### config.mk
export PLATFORM = sky130hd
export DESIGN_NAME = prog_loader
export DESIGN_NICKNAME = d
export VERILOG_FILES = /design/src/rtl/prog_loader.sv
export SDC_FILE = /design/constraint.sdc
export NUM_CORES = 1
export LEC_CHECK = 0
export BUFFER_PORTS_ARGS = -buffer_cell sky130_fd_sc_hd__buf_4
export CAP_MARGIN = 40
export CORE_MARGIN = 2
export CORE_UTILIZATION = 55
export CTS_BUF_LIST = sky130_fd_sc_hd__clkbuf_2
export CTS_CLUSTER_DIAMETER = 100
export DETAILED_ROUTE_END_ITERATION = 6
export GPL_ROUTABILITY_DRIVEN = 0
export PLACE_DENSITY = 0.83
export SLEW_MARGIN = 20
export SYNTH_ARGS = -nofsm -noshare
export SYNTH_HDL_FRONTEND = slang
export SYNTH_SLANG_ARGS = --single-unit
### constraint.sdc
create_clock -name CLK -period 3 [get_ports CLK]
set_input_delay 0.6 -clock CLK [delete_from_list [all_inputs] [get_ports CLK]]
set_output_delay 0.6 -clock CLK [all_outputs]
set_load 0.05 [all_outputs]
### src/rtl/prog_loader.sv
// Program loader and run supervisor: streams instructions into imem, pulses core start, then times the run until halt.
// Optional RUN-cycle watchdog enabled by defining LOADER_TIMEOUT_EN (limit set by TIMEOUT).
module prog_loader #(
    parameter int unsigned ADDR_W     = 12,
    parameter int unsigned INST_W     = 9,
    parameter int unsigned CNT_W      = 32,
    parameter int unsigned START_HOLD = 4,
    parameter int unsigned TIMEOUT    = 1000000
) (
    input  logic              CLK,
    input  logic              init,
    input  logic              in_valid,
    input  logic [INST_W-1:0] in_data,
    input  logic              in_last,
    output logic              in_ready,
    output logic              imem_we,
    output logic [ADDR_W-1:0] imem_addr,
    output logic [INST_W-1:0] imem_wdata,
    output logic              core_start,
    input  logic              core_halt,
    output logic              done,
    output logic              err,
    output logic [CNT_W-1:0]  cycle_count
);

    localparam int unsigned HOLD_W = (START_HOLD > 1) ? $clog2(START_HOLD) : 1;
    localparam logic [HOLD_W-1:0] HOLD_LAST = HOLD_W'(START_HOLD - 1);
    localparam logic [CNT_W-1:0]  TO_LAST   = CNT_W'(TIMEOUT - 1);
`ifdef LOADER_TIMEOUT_EN
    localparam bit TIMEOUT_EN = 1'b1;
`else
    localparam bit TIMEOUT_EN = 1'b0;
`endif

    typedef enum logic [2:0] {
        S_LOAD,
        S_START,
        S_RUN,
        S_DONE,
        S_ERR
    } state_t;

    state_t            state;
    logic [ADDR_W-1:0] addr;
    logic [HOLD_W-1:0] hold;
    logic              accept;
    logic              addr_full;
    logic              cnt_sat;
    logic              timeout_hit;

    // Write port is a zero-latency pass-through of the accepted word.
    assign in_ready    = (state == S_LOAD) & ~init;
    assign accept      = in_valid & in_ready;
    assign imem_we     = accept;
    assign imem_addr   = addr;
    assign imem_wdata  = in_data;
    assign addr_full   = &addr;
    assign cnt_sat     = &cycle_count;
    assign timeout_hit = TIMEOUT_EN && (cycle_count == TO_LAST);

    always_ff @(posedge CLK) begin
        if (init) begin
            state       <= S_LOAD;
            addr        <= '0;
            hold        <= '0;
            core_start  <= 1'b1;
            done        <= 1'b0;
            err         <= 1'b0;
            cycle_count <= '0;
        end else begin
            case (state)
                S_LOAD: begin
                    core_start <= 1'b1;
                    if (accept) begin
                        // Address sticks at the top on overflow; no wrap onto word 0.
                        if (!addr_full) begin
                            addr <= addr + ADDR_W'(1);
                        end
                        if (in_last) begin
                            state <= S_START;
                            hold  <= '0;
                        end else if (addr_full) begin
                            state <= S_ERR;
                            err   <= 1'b1;
                        end
                    end
                end
                S_START: begin
                    hold <= hold + HOLD_W'(1);
                    if (hold == HOLD_LAST) begin
                        state      <= S_RUN;
                        core_start <= 1'b0;
                    end else begin
                        core_start <= 1'b1;
                    end
                end
                S_RUN: begin
                    if (core_halt) begin
                        state <= S_DONE;
                        done  <= 1'b1;
                    end else begin
                        if (!cnt_sat) begin
                            cycle_count <= cycle_count + CNT_W'(1);
                        end
                        // Watchdog trip parks the core back under start.
                        if (timeout_hit) begin
                            state      <= S_ERR;
                            err        <= 1'b1;
                            core_start <= 1'b1;
                        end
                    end
                end
                S_DONE: begin
                    core_start <= 1'b0;
                    done       <= 1'b1;
                end
                S_ERR: begin
                    core_start <= 1'b1;
                    err        <= 1'b1;
                end
                default: begin
                    state      <= S_LOAD;
                    core_start <= 1'b1;
                end
            endcase
        end
    end

endmodule

==> results.json <==
{
  "syn_inst": 331,
  "place_area_um2": 3119,
  "n_antenna_cell": 0,
  "die_area_um2": 5575,
  "wl_per_cell_um": 14.04,
  "drc": 0,
  "fmax_mhz": 391.0,
  "synth_ff_type": "dfxtp_1",
  "yosys.area.top_type_share": 0.3790,
  "critPathRequiredTime_ns": 3.35,
  "cts_tree": "built",
  "drv_slew": 0,
  "yosysWarnings": 0,
  "max_cap_viol_count": 0,
  "routed_via_density": 5.950,
  "status": "completed",
  "async_reset_ff_frac": 0,
  "period_share": 0.8524,
  "ys_ff_latch": 52,
  "synth_top_cell_by_area": "dfxtp_1",
  "drive_gt1_frac": 0.2141,
  "rsz0062_at_grt": "false",
  "clock_sinks": 52,
  "final_nets": 385,
  "timing.slew.headroom": 0.6130,
  "hp-class": "input pin to flop",
  "power_density_nw_per_um2": 325.7,
  "grt_pass1_vias": 2242,
  "io_buffers": 53,
  "die_w_um": 74.67,
  "final_cells": 436,
  "clk_pin_slew_ns": 0.23,
  "grt_pass1_wl_mm": 10.14,
  "grt_antenna_before_repair": 0,
  "die_y_um": 74.67,
  "ir_worst_vdd_uv": 257.6,
  "cp-end-kind": "flop",
  "htreeDepth": 2,
  "cts_made_buffers": 5,
  "wirelength_mm": 6.123,
  "worstSkewPairLatency_ns": 0.44,
  "setup_viol": 0,
  "setup.worst_path.start_class": "flop",
  "post_cts_buffers": 0,
  "ioPinCount": 72,
  "multi_input_area_um2": 1529,
  "cp_max_fo": 28,
  "finalPower_w": 0.001029,
  "dr.pass1.iters": 4,
  "root_buffer": "clkbuf_2",
  "finalHoldViolations": 0,
  "grt_overflow": 0,
  "yosysMostFrequentCell": "dfxtp_1",
  "dp_cells": 428,
  "ys_seq_area_frac": 0.3790,
  "leakage_nw": 1.129,
  "fin_crit_ns": 2.557,
  "drt_iter0_markers": 178,
  "fillers": 443,
  "start_util": 0.5776,
  "synth_commonest_cells": "52 x dfxtp_1, 28 x a21oi_1, 23 x nand2_1, 22 x nor2_1, 20 x o21ai_0",
  "fin_skew_ns": 0.02077,
  "hold_buffers": 0,
  "post_cts_resized": 0,
  "design_area_um2": 3158,
  "path_class": "flop to flop",
  "worst_slew_pin_slew_ns": 0.5804,
  "ant_nets": 0,
  "vias": 2594,
  "track_usage": 0.2295,
  "dp_hpwl_mm": 4.352,
  "seqCellArea_um2": 1041,
  "whs_ns": 0.4454,
  "netlist-cell-type-count": 52,
  "syn_area_um2": 2746,
  "clockBufferDepth": 2,
  "critical_path_arrival_ns": 2.91,
  "tns_ns": 0,
  "row_count": 25,
  "grt_max_degree": 56,
  "synth_area_leaders": "dfxtp_1 38%, a21oi_1 5.1%, nand4_1 4.1%",
  "core_area_um2": 4755,
  "syn-num-nets": 348,
  "syn_avg_cell_area_um2": 8.297,
  "synth_edf_count": 0,
  "syn_to_final_growth_pct": 14.99
}
[cells by family after synthesis]
kind of cell             after synthesis  synth area share
AND/OR/NAND/NOR                      155            0.3294
XOR/XNOR                               8           0.02551
AO/OA/AOI/OAI                         73            0.1599
flip-flops                            52            0.3790
adder cells (fa/ha/maj)                3           0.01367
multiplexers                           5           0.02278
buffers and inverters                 35           0.06970
[final cells by class]
type | count | area share
multi-input combinational | 244 | 0.4842
inverter | 6 | 0.007132
clock inverter | 3 | 0.004358
tap | 67 | 0.02655
timing repair buffer | 59 | 0.1403
sequential | 52 | 0.3296
clock buffer | 5 | 0.007924
[layout by cell type, fill, tap and decap left out, drive strengths merged, types with 3 or more instances in the layout]
cell	Yosys	routed
or3	15	15
nor2	22	22
buf	15	59
or4	9	9
nand3	16	16
nor4	13	13
nor3	12	12
nand2	23	23
a21oi	28	28
xnor2	8	8
nor2b	4	4
clkinv	0	3
nand4	19	19
ha	3	3
mux2	4	4
o31ai	7	7
inv	6	6
and3	3	3
and4	6	6
dfxtp	52	52
clkbuf	14	5
o21ai	20	20
[final timing paths]
path	start	endpoint	slack (ns)	cells past startpoint
max	cycle_count[0]	cycle_count[8]	0.44	7
min reg2reg	cycle_count[28]	cycle_count[28]	0.51	2
min	in_last	hold[0]	0.45	3
max reg2reg	cycle_count[0]	cycle_count[8]	0.44	7
[stage by stage]
| stage | utilization | setup slack (ns) |
|---|---|---|
| after floorplan | - | 0.3274 |
| after global placement | 0.6561 | 0.4229 |
| after detailed placement | 0.6561 | 0.3633 |
| after CTS | 0.6642 | 0.4530 |
| after global routing | 0.6642 | 0.2409 |
| final | 0.6642 | 0.4427 |
[critical path: stages (launching register included)]
cell and delay, ns:
dfxtp_1 0.52, ha_1 0.29, inv_1 0.05, or4_1 0.73
nor4_4 0.23, buf_4 0.30, nor4_2 0.07, mux2_4 0.30
[sequential cells by signal, indices dropped and copies added (netlist names)]
| name | flops |
|---|---|
| cycle_count | 32 |
| imem_addr | 12 |
| state | 3 |
| done | 1 |
| hold | 2 |
| core_start | 1 |
| err | 1 |
[routing by layer]
layer | up-vias | GRT usage | part of all wire | wire, um
met5 | - | 0 | 0 | 0
li1 | 1308 | - | - | -
met4 | 0 | 0.07143 | 0.0096 | 59
met2 | 52 | 0.3746 | 0.49 | 3029
met1 | 1228 | 0.3047 | 0.45 | 2761
met3 | 6 | 0.05087 | 0.045 | 273
[report_power, final]
group | internal (W) | total, W | switching [W]
Clock | 0.0000524 | 0.000271 | 0.000219
Combinational | 0.0000165 | 0.0000541 | 0.0000376
Sequential | 0.000697 | 0.000703 | 0.00000641
Total | 0.000766 | 0.00103 | 0.000263
No activity file was read; power rests on OpenSTA's default activity.
